[src/rtl/cfg_frame_writer_icc.sv]
// Serial configuration frame loader: collects address/data/parity frames into a
// configuration bank, gates the fabric through WAKE, and supports frame readback.
module cfg_frame_writer_icc #(
    parameter int FRAME_W = 32,
    parameter int NFRAMES = 8
) (
    input  logic                       clk,
    input  logic                       rstb,
    input  logic                       start,
    input  logic                       sdi,
    input  logic                       sdi_vld,
    output logic                       sdi_rdy,
    output logic [FRAME_W*NFRAMES-1:0] cbit,
    output logic [FRAME_W*NFRAMES-1:0] cbitb,
    output logic                       prog,
    output logic                       done,
    output logic                       err,
    input  logic                       rb_req,
    input  logic [2:0]                 rb_addr,
    output logic [FRAME_W-1:0]         rb_data,
    output logic                       rb_vld,
    output logic [1:0]                 o_state
);
    localparam int AW    = 3;
    localparam int FBITS = AW + FRAME_W + 1;
    localparam int CW    = $clog2(FBITS);

    typedef enum logic [1:0] {IDLE = 2'd0, LOAD = 2'd1, WAKE = 2'd2, RUN = 2'd3} state_t;

    state_t                     r_state;
    logic [CW-1:0]              r_bit_cnt;
    logic [FBITS-2:0]           r_shift;
    logic [NFRAMES-1:0]         r_mask;
    logic [FRAME_W*NFRAMES-1:0] r_cfg;
    logic                       r_err;
    logic                       r_sdi_rdy;
    logic                       r_prog;
    logic                       r_done;
    logic                       r_wake_cnt;
    logic [FRAME_W-1:0]         r_rb_data;
    logic                       r_rb_vld;

    logic                       w_take;
    logic                       w_last;
    logic [AW-1:0]              w_addr;
    logic [FRAME_W-1:0]         w_data;
    logic                       w_par_ok;
    logic                       w_wr;
    logic [NFRAMES-1:0]         w_wr_mask;
    logic [NFRAMES-1:0]         w_mask_nxt;

    // Handshake: a serial bit transfers on a rising edge where sdi_vld and sdi_rdy are both high.
    assign w_take     = sdi_vld & r_sdi_rdy;
    assign w_last     = (r_bit_cnt == CW'(FBITS - 1));
    assign w_addr     = r_shift[AW-1:0];
    assign w_data     = r_shift[AW+FRAME_W-1:AW];
    assign w_par_ok   = ~(^{sdi, r_shift});
    assign w_wr       = (r_state == LOAD) & ~start & w_take & w_last & w_par_ok;
    assign w_wr_mask  = w_wr ? (NFRAMES'(1) << w_addr) : '0;
    assign w_mask_nxt = r_mask | w_wr_mask;

    always_ff @(posedge clk or negedge rstb) begin
        if (!rstb) begin
            r_state    <= IDLE;
            r_bit_cnt  <= '0;
            r_shift    <= '0;
            r_mask     <= '0;
            r_err      <= 1'b0;
            r_sdi_rdy  <= 1'b0;
            r_prog     <= 1'b1;
            r_done     <= 1'b0;
            r_wake_cnt <= 1'b0;
        end else if (start) begin
            // A start in any state begins a fresh load; cbit is kept until frames are rewritten.
            r_state   <= LOAD;
            r_bit_cnt <= '0;
            r_mask    <= '0;
            r_err     <= 1'b0;
            r_sdi_rdy <= 1'b1;
            r_prog    <= 1'b1;
            r_done    <= 1'b0;
        end else begin
            case (r_state)
                LOAD: begin
                    if (w_take) begin
                        if (w_last) begin
                            r_bit_cnt <= '0;
                            if (w_par_ok) begin
                                r_mask <= w_mask_nxt;
                                if (&w_mask_nxt) begin
                                    r_state    <= WAKE;
                                    r_sdi_rdy  <= 1'b0;
                                    r_wake_cnt <= 1'b0;
                                end
                            end else begin
                                r_err <= 1'b1;
                            end
                        end else begin
                            r_bit_cnt <= r_bit_cnt + 1'b1;
                            r_shift   <= {sdi, r_shift[FBITS-2:1]};
                        end
                    end
                end
                WAKE: begin
                    if (r_wake_cnt) begin
                        r_state <= RUN;
                        r_prog  <= 1'b0;
                        r_done  <= 1'b1;
                    end else begin
                        r_wake_cnt <= 1'b1;
                    end
                end
                default: ;
            endcase
        end
    end

    always_ff @(posedge clk or negedge rstb) begin
        if (!rstb) begin
            r_cfg <= '0;
        end else if (w_wr) begin
            r_cfg[w_addr*FRAME_W +: FRAME_W] <= w_data;
        end
    end

    // Reads the bank before this edge's write lands, so a colliding request sees old data.
    always_ff @(posedge clk or negedge rstb) begin
        if (!rstb) begin
            r_rb_data <= '0;
            r_rb_vld  <= 1'b0;
        end else begin
            r_rb_vld <= rb_req;
            if (rb_req) begin
                r_rb_data <= r_cfg[rb_addr*FRAME_W +: FRAME_W];
            end
        end
    end

    assign cbit    = r_cfg;
    assign cbitb   = ~r_cfg;
    assign sdi_rdy = r_sdi_rdy;
    assign prog    = r_prog;
    assign done    = r_done;
    assign err     = r_err;
    assign rb_data = r_rb_data;
    assign rb_vld  = r_rb_vld;
    assign o_state = r_state;

endmodule
[config.mk]
export PLATFORM = sky130hd
export DESIGN_NAME = cfg_frame_writer_icc
export DESIGN_NICKNAME = d
export VERILOG_FILES = /design/src/rtl/cfg_frame_writer_icc.sv
export SDC_FILE = /design/constraint.sdc
export NUM_CORES = 1
export LEC_CHECK = 0
export CORE_AREA = 2 2 217 219
export CTS_CLUSTER_SIZE = 10
export DETAILED_ROUTE_END_ITERATION = 7
export DIE_AREA = 0 0 219 221
export SLEW_MARGIN = 10
export SYNTH_ARGS = -nofsm -noshare
export SYNTH_HDL_FRONTEND = slang
export SYNTH_SLANG_ARGS = --single-unit
[constraint.sdc]
create_clock -name clk -period 5.67 [get_ports clk]
set_input_delay 1.134 -clock clk [delete_from_list [all_inputs] [get_ports clk]]
set_output_delay 1.134 -clock clk [all_outputs]
set_load 0.02 [all_outputs]
# Word-level counts from Yosys, hierarchy flattened
# Cells that the tools add are included.
[word_totals] ram_bits=0 output_inout_bits=551 latchBits=0 wordCells=96 inputBits=9 n_memories=0 mem_bits_ro=0 regBits=345
[op_classes] magnitude_cmp=0 div_mod_pow=0 n_mux=36 n_mul=0 reduce_logical=19 addsub=2 eq_ne=13 shifts=4 n_bitwise=10
[ops] op="$bwmux 256" count=1
[ops] op="$not 256->256" count=1
[ops] op="$shift 32x34->256 const A" count=1
[ops] op="$shiftx 256x9->32" count=1
[ops] op="$shiftx 32x34->256" count=1
[ops] op="$mux 8" count=6
[ops] op="$reduce_xor 36->1" count=1
[ops] op="$neg 8->34" count=1
[ops] op="$mux 6" count=4
[ops] op="$mux 1" count=17
[ops] op="$reduce_bool 2->1" count=8
[ops] op="$mux 2" count=6
[ops] op="$ne 3x3->1 const B" count=4
[ops] op="$reduce_and 4->1" count=3
[ops] op="$reduce_and 6->1" count=2
[ops] op="$ne 2x2->1 const B" count=4
[ops] op="$or 8x8->8" count=1
[ops] op="$reduce_and 8->1" count=1
[ops] op="$shl 1x3->8 const A" count=1
[ops] op="$add 6x1->6 const B" count=1
[ops] op="$eq 6x6->1 const B" count=1
[ops] op="$and 1x1->1" count=5
[ops] op="$reduce_and 5->1" count=1
[ops] op="$pmux 2 s2" count=1
[ops] op="other kinds (8)" count=11

# Logic depth before layout (Yosys ltp)
# Gate-level depths: netlist of the first run.
[depth] depth_word=14 depth_mapped=18 depth_no_buf=11

# Worst setup path before layout of the first run
# No wires, ideal clock.
[synth_timing] kind="register to register" from="register r_shift[0]" to="register r_cfg[231] (netlist: cbit[231])" t_arrival_ps=3790 t_required_ps=5545 n_path_buf=5 setup_time_ps=125 path_stages_with_launch=16 setup_slack_ps=1755 period_less_slack_ps=3915 path_cell_list="dfrtp_1 -> clkbuf_1 -> clkbuf_1 -> inv_1 -> ha_1 -> buf_2 -> xnor2_1 -> xnor2_1 -> xnor2_1 -> xnor3_1 -> xnor2_1 -> buf_4 -> nand2_4 -> or4_4 -> buf_6 -> mux2_4"
[synth_between] elab_chain_cells=3 word_cells_on_any_way=7 classes_between="add/sub (1); shift (2); mux (1); bitwise (2); reduce/logical (1)"
[synth_rtl] element="start, declared" line="32" rtl="logic [FBITS-2:0] r_shift;"
[synth_rtl] element="start signal, assigned" line="100" rtl="r_shift <= {sdi, r_shift[FBITS-2:1]};"
[synth_rtl] element="$neg 8->34 / $reduce_xor 36->1 (equally long branches)" line="122, 57"
[synth_rtl] element="$shiftx 32x34->256 (tied with other cells)" line="122" rtl="r_cfg[w_addr*FRAME_W +: FRAME_W] <= w_data;"
[synth_rtl] element="$bwmux 256 / $and 1x1->1 (equally long branches)" line="122, 58"
[synth_rtl] element="end signal, assigned by index" line="122"
[synth_rtl] element="end, declared" line="34" rtl="logic [FRAME_W*NFRAMES-1:0] r_cfg;"
# Parallel ways exist; a longest one is shown, timed or not.
# A chain may end at the register's enable or synchronous reset.

# Worst setup path after layout of the first run
[layout_timing] from="input sdi" to="register r_cfg[103] (netlist: cbit[103])"
[layout_between] elab_chain_cells=3
[layout_rtl] element="start, declared" line="10" rtl="input logic sdi,"
[layout_rtl] element="$reduce_xor 36->1" line="57" rtl="assign w_par_ok = ~(^{sdi, r_shift});"
[layout_rtl] element="$not 1->1" line="57"
[layout_rtl] element="$and 1x1->1" line="58" rtl="assign w_wr = (r_state == LOAD) & ~start & w_take & w_last & w_par_ok;"
# Every way passes these cells.

==> impl_results.md, run 1 <==
* GR Overflow Total at 0
* Placer Congestion at 0.812
* Layout fillers at 4,205
* Initial core utilization at 35.0%
* Status: finished, final reports clean
* Setup crit start: sdi
* Die Span Y at 221 um
* # diodes at 0
* Vias in the first global route at 13,175
* Flops & latches, synth at 345
* Least-Margin Pin Slew at 1140 ps
* Layout cell share with drive strength beyond 1 at 10.7%
* CTS buffer count at 42
* First-pass GRT wire length at 85.2 mm
* FMAX at 250 MHz
* CP endpoint kind: flip-flop
* Clock Skew at 25.6 ps
* Leak pwr at 0.00978 uW
* Layout net count at 2,110
* Core area at 46,100 um^2
* Critical path arrival at 4400 ps
* Post-DP HPWL at 39.7 mm
* CTS tree: built
* Fin. max-slew vios at 0
* Delay-heaviest family, CP: buffers and inverters
* Total Routing Usage GR at 23.2%
* Post-synth cell types at 47
* Mapped Cells at 1,593
* CP max stage cell: or3_2
* Worst r2r src: r_shift[1]
* Commonest non-fill, non-tap cell in the layout: clkdlybuf4s50_1
* Commonest cells after routing, fill and taps aside: clkdlybuf4s50_1, dfrtp_1, nand2_1
* Worst-skew pair later-pin latency at 560 ps
* Cell Count, Final, Fillers Out at 2,721
* PD cells at 257 nW/um^2
* Min cycle time layout at 3990 ps
* Max_cap viols at 0
* Post_cts resized at 0
* Drt drc at 0
* Reg2reg setup slack at 1690 ps
* DIE WIDTH at 219 um
* TritonRoute pass-1 iters at 5
* DR WL/cell at 20.7 um
* Mapped Nets at 1,609
* Setup repair bufs after CTS at 0
* CP peak stage delay at 870 ps
* Setup_tns at 0 ps
* Initial antenna violation count at 0
* Vias per cell at 4.89
* Critical Path, Cell by Cell: clkdlybuf4s50_1 -> xnor2_1 -> xnor2_1 -> xnor2_1 -> xnor3_1 -> xnor2_1 -> buf_4 -> nand2_4 -> or3_2 -> buf_4 -> nand2_1 -> o21ai_0
* CTS Hold Buffers Added at 0
* I/O pin count at 560
* Worst path required time at 6080 ps
* CP Buf/Inv Count at 3
* Hold Violations, Final at 0
* Crit path max fanout at 37
* Maximum vdd drop at 0.255 mV
* Clock Pin Slew Worst Setup and Hold Paths at 50 ps
* RSZ-0062 raised after global routing: false
* Placed Instances at 2,657
* Hold Crit Start: prog
* Worst rel slew slack at 23.7%
* Final Setup Violations at 0
* # clock sinks at 345
* Worst Path Class, Setup: in2reg
* Mapped cell area at 16,100 um^2
* Initial DRC Count at 780
* Max Buffers Root-to-Sink at 3
* Average size of a mapped cell at 10.1 um^2
* Period utilization at 70.4%
* CP most frequent cell: xnor2_1
* Die area at 48,400 um^2
* H-tree Lvls at 2
* Port Buffer Count at 559
* CP startpoint kind: primary input
* Final wirelength at 56.4 mm
* Pin count of the biggest net entering global routing at 125
* # rows at 79
* Vias at 13,301
* Post-route ant nets at 0
* Syn. warnings at 0
* Layout area overhead at 44.9%
* Clock root cell: clkbuf_16
* Post-synthesis sequential area ratio at 53.5%
* Hold Crit Class: reg2reg
-- registers in the layout, indices dropped and copies added, names as in the netlist --
| name | cells |
|---|---|
| rb_vld | 1 |
| r_bit_cnt | 6 |
| r_mask | 8 |
| r_wake_cnt | 1 |
| rb_data | 32 |
| r_shift | 35 |
| prog | 1 |
| sdi_rdy | 1 |
| o_state | 2 |
| done | 1 |
| err | 1 |
| cbit | 256 |
-- path summary, 6_finish.rpt --
| path | endpoint | cells after the start |
|---|---|---|
| setup / recovery | cbit[103] | 12 |
| hold / removal | prog | 2 |
| setup reg to reg | cbit[103] | 13 |
| hold reg to reg | prog | 2 |
| max in group asynchronous | cbit[243] | 2 |
| min in group asynchronous | rb_data[29] | 1 |
-- cells in the mapped netlist (all sizes together) --
cell type  number  area share, %
inv           266            6.2
nand3b          1          0.047
nor4b           1          0.054
ha              7           0.54
mux2           76            5.4
nand2b          8           0.31
and3            1          0.039
and4            1          0.054
a211oi          1          0.047
nor4            1          0.039
nand4           5           0.19
o21ai         220            6.8
or3             2          0.078
dfstp           1           0.16
mux4           64            8.9
a22o            2           0.11
mux2i          32            2.0
nor2           46            1.1
clkbuf         74            1.7
nand2         293            6.9
nand4b          1          0.054
xnor2          28            1.6
or4             2           0.12
nand3           6           0.19
xnor3           1           0.14
a21o            1          0.047
xor2            7           0.38
a31oi           3           0.12
nor3            5           0.25
dfrtp         344             53
and2            3           0.12
buf            49            1.6
a21oi          35            1.1
o21a            1          0.047
a32o            1          0.062
a41oi           4           0.22
-- worst register-to-register path, cell delays in order, from the launching register on --
cell and delay [ps]:
dfrtp_1 420, inv_1 100, ha_1 530, xnor2_1 180, xnor2_1 160, xnor2_1 140
xnor3_1 420, xnor2_1 160, buf_4 200, nand2_4 100, or3_2 870, buf_4 380
nand2_1 110, o21ai_0 70
-- stage by stage --
step	total power [uW]	setup slack, ps	util [%]	cell area [um^2]	hold WS, ps
floorplan	3340	1750	-	16100	449
global placement	3610	1150	48.1	22200	449
detailed placement	3620	1130	48.1	22200	455
CTS	6100	1680	50.8	23400	464
global route	6280	1390	50.8	23400	474
finish	6020	1680	50.8	23400	461
-- cells by family after synthesis --
logic type,Yosys count,share of synthesized area [%]
buffers and inverters,389,9.50
and+or+nand+nor,376,9.47
DFF,345,53.5
xor gates and xnor gates,36,2.09
AOI/OAI and AO/OA,268,8.55
adders and majority gates,7,0.543
muxes,172,16.4
-- layer usage --
metal | vias to the layer above | track usage [%] | wire, um | share of wire, %
li1 | 6137 | - | - | -
met3 | 80 | 4.30 | 3440 | 6.1
met5 | - | 0 | 0 | 0
met1 | 6639 | 30.0 | 23500 | 42
met2 | 445 | 39.6 | 28000 | 50
met4 | 0 | 6.69 | 1410 | 2.5
-- layout make-up --
class | instances | area [um^2] | area share [%]
clock buffer | 60 | 1190 | 5.09
timing repair buffer | 580 | 5780 | 24.7
sequential | 345 | 8640 | 36.9
multi-input combinational | 859 | 6000 | 25.7
tap | 607 | 759 | 3.25
clock inverter | 4 | 23.8 | 0.102
inverter | 266 | 998 | 4.27
-- report_power, final --
| part | leakage [uW] | internal [uW] | switching (uW) | total, uW |
|---|---|---|---|---|
| sequential | 0.00438 | 2530 | 195 | 2730 |
| clock | 0.000596 | 1440 | 1010 | 2440 |
| combinational | 0.00480 | 392 | 456 | 849 |
No activity file was read; power rests on OpenSTA's default activity.
==> inputs of run 2 (changes only) <==
CORE_AREA = 2 2 220 222   (was 2 2 217 219)
DIE_AREA = 0 0 222 224   (was 0 0 219 221)
PLACE_DENSITY = 0.66   (was unset)
clock period = 3.3 ns   (was 5.67 ns; I/O delays follow)
==> run 2 against run 1 <==
Against the previous run:
- cell count increased by 2.4%
- utilization is 0.13 points higher
- combinational power increased by 120%
- design area grew 3.1%
- sequential share of layout area decreased by 1.1 points
- hold slack worse by 360 ps
- critical path type is now reg2reg
- register-to-register slack got worse by 1500 ps
- setup slack got worse by 1500 ps
==> impl_results.md, run 2 (synthesis results as in run 1) <==
* Core area at 47,300 um^2
* Die Span Y at 224 um
* First-pass GRT wire length at 85.3 mm
* Maximum vdd drop at 0.598 mV
* TritonRoute pass-1 iters at 5
* Initial core utilization at 34.1%
* Port Buffer Count at 559
* Vias in the first global route at 13,630
* # rows at 80
* Clock root cell: clkbuf_16
* DR WL/cell at 20.5 um
* DIE WIDTH at 222 um
* CTS tree: built
* Worst r2r src: r_shift[18]
* Placed Instances at 2,726
* Leak pwr at 0.0102 uW
* H-tree Lvls at 2
* Hold Crit Class: in2async
* Max reg flops at 256
* Placer Congestion at 0.846
* Setup_tns at 0 ps
* Hold Violations, Final at 0
* Worst Path Class, Setup: reg2reg
* Commonest cells after routing, fill and taps aside: clkdlybuf4s50_1, dfrtp_1, nand2_1
* Least-Margin Pin Slew at 862 ps
* Final Core Density at 50.9%
* Status: finished, final reports clean
* Max_cap viols at 0
* NetSw at 2890 uW
* Die area at 49,700 um^2
* FMAX at 322 MHz
* Commonest non-fill, non-tap cell in the layout: clkdlybuf4s50_1
* Fin. max-slew vios at 0
* Post_cts resized at 0
* Final Setup Violations at 0
* CP startpoint kind: flip-flop
* PD cells at 435 nW/um^2
* Layout cell share with drive strength beyond 1 at 13.4%
* # clock sinks at 345
* CTS buffer count at 42
* Worst path required time at 3710 ps
* Design area at 24,100 um^2
* CTS Hold Buffers Added at 0
* Clock Skew at 17.6 ps
* GR Overflow Total at 0
* Crit path max fanout at 17
* Setup repair bufs after CTS at 0
* Power share of the combinational group at 17.6%
* Max Buffers Root-to-Sink at 3
* Post-route ant nets at 0
* Drt drc at 0
* Vias per cell at 4.87
* RSZ-0062 raised after global routing: false
* Pin count of the biggest net entering global routing at 74
* Period utilization at 94.1%
* Placement Cell Area at 22,900 um^2
* Setup crit start: r_shift[18]
* Cell Count, Final, Fillers Out at 2,787
* Clock Pin Slew Worst Setup and Hold Paths at 50 ps
* Layout net count at 2,171
* Final wirelength at 57.0 mm
* Layout area overhead at 49.4%
* Initial antenna violation count at 0
* Post-DP HPWL at 41.6 mm
* Vias at 13,574
* Worst-skew pair later-pin latency at 550 ps
* Seq pwr share at 43.1%
* Total Routing Usage GR at 22.5%
* I/O pin count at 560
* CP endpoint kind: flip-flop
* # diodes at 0
* Min cycle time layout at 3110 ps
* Initial DRC Count at 904
* Critical path arrival at 3520 ps
* Int Power at 7600 uW
* Worst rel slew slack at 42.5%
* Clock Power Share at 39.3%
* Switching Fraction at 27.6%
[run 2: cell count changes in the layout (fill, tap and decap cells not counted), moves of 2 or more]
cell      change
buf_4        +42
buf_12       +19
clkbuf_8      -2
xnor2_1       -2
xnor2_2       +2
[run 2: path summary, 6_finish.rpt]
kind                       slack, ps  cells after the start           end
max in group asynchronous       2320                      2     cbit[249]
hold / removal                   100                      1  r_bit_cnt[2]
hold reg to reg                  470                      2          prog
setup / recovery                 190                     10      cbit[84]
setup reg to reg                 190                     10      cbit[84]
min in group clk                 470                      2          prog
[run 2: area by class of cell]
cell class                 instances  area [um^2]
timing repair buffer             641         6480
sequential                       345         8640
clock buffer                      57         1160
multi-input combinational        859         6040
clock inverter                     4         27.5
tap                              615          769
fill                            4296        23200
inverter                         266          998
[run 2: metal layers]
| metal | wire length (um) | global-route usage [%] | up-vias | part of all wire, % |
|---|---|---|---|---|
| met5 | 0 | 0 | - | 0 |
| met2 | 29100 | 39.3 | 433 | 51 |
| met1 | 24100 | 28.9 | 6818 | 42 |
| met3 | 2570 | 3.27 | 81 | 4.5 |
| li1 | - | - | 6242 | - |
| met4 | 1350 | 6.82 | 0 | 2.4 |
[run 2: power by group through the flow]
stage,combinational [uW],sequential (uW),clock [uW]
floorplan,1220,4530,0
finish,1840,4520,4120
detailed placement,1790,4600,0
global placement,1760,4590,0
global route,1980,4540,4400
CTS,1780,4520,4240
[run 2: critical path, stage by stage (launching register included)]
cell and delay, ps:
dfrtp_1 380, xor2_1 290, xnor2_1 140, xnor2_1 270, xnor3_1 490, xnor2_2 220, buf_4 210, and2_1 190
nand4_1 240, buf_12 250, mux2_2 280
[run 2: stage by stage]
| stage | power, uW | setup WS [ps] | hold slack, ps |
|---|---|---|---|
| final | 10500 | 193 | 105 |
| after global routing | 10900 | 23.5 | 143 |
| after CTS | 10600 | 146 | 116 |
| after detailed placement | 6390 | -191 | 471 |
| after global placement | 6350 | -175 | 456 |
| after floorplan | 5750 | 8.07 | 364 |
==> inputs of run 3 (changes only) <==
ABC_AREA = 1   (was unset)
CORE_AREA = 2 2 218 220   (was 2 2 220 222)
DIE_AREA = 0 0 220 222   (was 0 0 222 224)
PLACE_DENSITY = 0.69   (was 0.66)
==> run 3 against run 2 <==
Against the previous run:
- design area grew 2.6%
- sequential power barely moved
- synthesized cell count increased by 39%
- sequential share of layout area down 0.92 points
- routed wire length rose by 19%
- maximum frequency is 4.5% higher
- cell count rose by 20%
- register-to-register slack improved by 130 ps
- die area decreased by 1.8%
- largest power group unchanged
==> impl_results.md, run 3 <==
* GR Overflow Total at 0
* CTS Hold Buffers Added at 0
* Post-synth cell types at 41
* Mapped Nets at 2,228
* Mapped cell area at 17,200 um^2
* Setup_tns at 0 ps
* Initial antenna violation count at 0
* Ys async rst share at 100%
* Synth top area share at 50.1%
* Die Span Y at 222 um
* Pin count of the biggest net entering global routing at 94
* Flops & latches, synth at 345
* Post-synthesis sequential area ratio at 50.3%
* Clock root cell: clkbuf_16
* Mapped Cells at 2,212
* Commonest cells post-synth: nand2_1, inv_1, dfrtp_1, o21ai_0, a21oi_1
* Initial core utilization at 37.1%
* # clock sinks at 345
* H-tree Lvls at 2
* First-pass GRT wire length at 102 mm
* Setup repair bufs after CTS at 0
* Worst path required time at 3760 ps
* Min cycle time layout at 2970 ps
* Clock Skew at 19.3 ps
* Period utilization at 90.1%
* PD cells at 408 nW/um^2
* Layout cell share with drive strength beyond 1 at 5.64%
* Worst Setup Slack post-DPL at 216 ps
* Hold_ws at 137 ps
* Syn. warnings at 0
* Cell Count, Final, Fillers Out at 3,336
* Setup crit start: r_shift[1]
* Critical Path, Cell by Cell: inv_1 -> ha_2 -> inv_1 -> nand3_1 -> nand2_1 -> inv_2 -> nand2_1 -> nand2_1 -> nand3_1 -> nand2_1 -> nand2_1 -> nand3_1 -> nand2_1 -> nand2_2 -> nor3_4 -> nand3_2 -> buf_4 -> o21ai_0
* Reg2reg setup slack at 330 ps
* Leak pwr at 0.0106 uW
* Hold Violations, Final at 0
* CP most frequent cell: nand2_1
* Clock Pin Slew Worst Setup and Hold Paths at 50 ps
* Ranking of synthesized cells by area: dfrtp_1, nand2_1, o21ai_0
* Final Setup Violations at 0
* Crit path max fanout at 26
* Ys flop type: dfrtp_1
* Initial DRC Count at 1,520
* Post-route ant nets at 0
* Port Buffer Count at 559
* RSZ-0062 raised after global routing: false
* Final wirelength at 67.8 mm
* DR WL/cell at 20.3 um
* CTS buffer count at 42
* Top cell type by total area after synthesis: dfrtp_1
* Fin. max-slew vios at 0
* CP max stage cell: dfrtp_1
* Worst Path Class, Setup: reg2reg
* Vias at 17,329
* Die area at 48,800 um^2
* # diodes at 0
* Hold Crit Class: in2async
* Status: finished, final reports clean
* CTS tree: built
* Max_cap viols at 0
* Worst r2r src: r_shift[1]
* Commonest non-fill, non-tap cell in the layout: clkdlybuf4s50_1
* CP startpoint kind: flip-flop
* Core area at 46,300 um^2
* Max reg flops at 256
* Cell with the most instances after synthesis: nand2_1
* CP endpoint kind: flip-flop
* Commonest cells after routing, fill and taps aside: clkdlybuf4s50_1, nand2_1, inv_1
* # rows at 79
* Least-Margin Pin Slew at 777 ps
* Placed Instances at 3,280
* Drt drc at 0
* TritonRoute pass-1 iters at 5
* I/O pin count at 560
* Layout net count at 2,733
* Total Power at 10,100 uW
* Vias per cell at 5.19
* Post_cts resized at 0
* Total Routing Usage GR at 27.2%
* Post-DP HPWL at 49.1 mm
* Average size of a mapped cell at 7.76 um^2
* Post-synth EDFFs at 0
* Layout area overhead at 44.1%
* Critical path arrival at 3430 ps
* DIE WIDTH at 220 um
* Placer Congestion at 0.925
* Vias in the first global route at 16,511
* Final WS setup at 328 ps
* CP peak stage delay at 420 ps
* FF-to-FF path depth at 18
* FMAX at 336 MHz
* Worst rel slew slack at 48.2%
* Max Buffers Root-to-Sink at 3
* Worst-skew pair later-pin latency at 540 ps
* Maximum vdd drop at 0.271 mV
-- run 3: cell types whose count changed in the layout (fill, tap and decap cells not counted), sizes merged, moves of 33 or more --
cell / delta
inv: +113
mux4: -64
o21ai: +196
mux2: -76
nand2: +210
nand3: +38
a21oi: +150
nand4: +33
-- run 3: metrics by stage --
stage	utilization [%]	cell area [um^2]
global route	53.5	24700
floorplan	-	17200
finish	53.5	24700
global placement	50.9	23500
CTS	53.5	24700
detailed placement	50.9	23500
-- run 3: report_power, final --
group | switching [uW] | leakage [uW] | internal [uW]
clock | 1680 | 0.000588 | 2530
combinational | 918 | 0.00549 | 446
sequential | 182 | 0.00449 | 4340
-- run 3: cell type report --
class | count | area [um^2]
fillers | 4282 | 21500
clock buffers | 51 | 1130
flip-flops and latches | 345 | 8640
inverters | 380 | 1430
well taps | 607 | 759
repair buffers | 619 | 6200
clock inverters | 5 | 81.3
multi-input cells | 1329 | 6510
-- run 3: final timing paths --
kind	end
worst max register to register	cbit[129]
min in group clk	prog
max in group asynchronous	cbit[117]
worst max-delay path	cbit[129]
worst min register to register	prog
worst min-delay path	rb_data[12]
-- run 3: worst max-delay path, delay by kind of cell (launching register included) --
kind            cells  cell delay [ps]
fa+ha+maj           1              300
flops               1              420
buf+inv             4              540
simple gates       12             1450
compound gates      1              190
-- run 3: cell families after synthesis --
group	after synthesis	share of synthesized area (%)
AOI/OAI and AO/OA	653	20.2
DFF	345	50.3
and+or+nand+nor	644	15.5
adders and majority gates	7	0.510
xor gates and xnor gates	25	1.28
buffers and inverters	538	12.2
-- run 3: routing by layer --
layer	global-route usage, %	share of wire [%]	vias to the layer above	routed length (um)
li1	-	-	8070	-
met1	36.3	41	8296	28000
met4	9.09	2.7	0	1840
met2	44.5	48	848	32300
met3	4.91	8.4	115	5670
met5	0	0	-	0
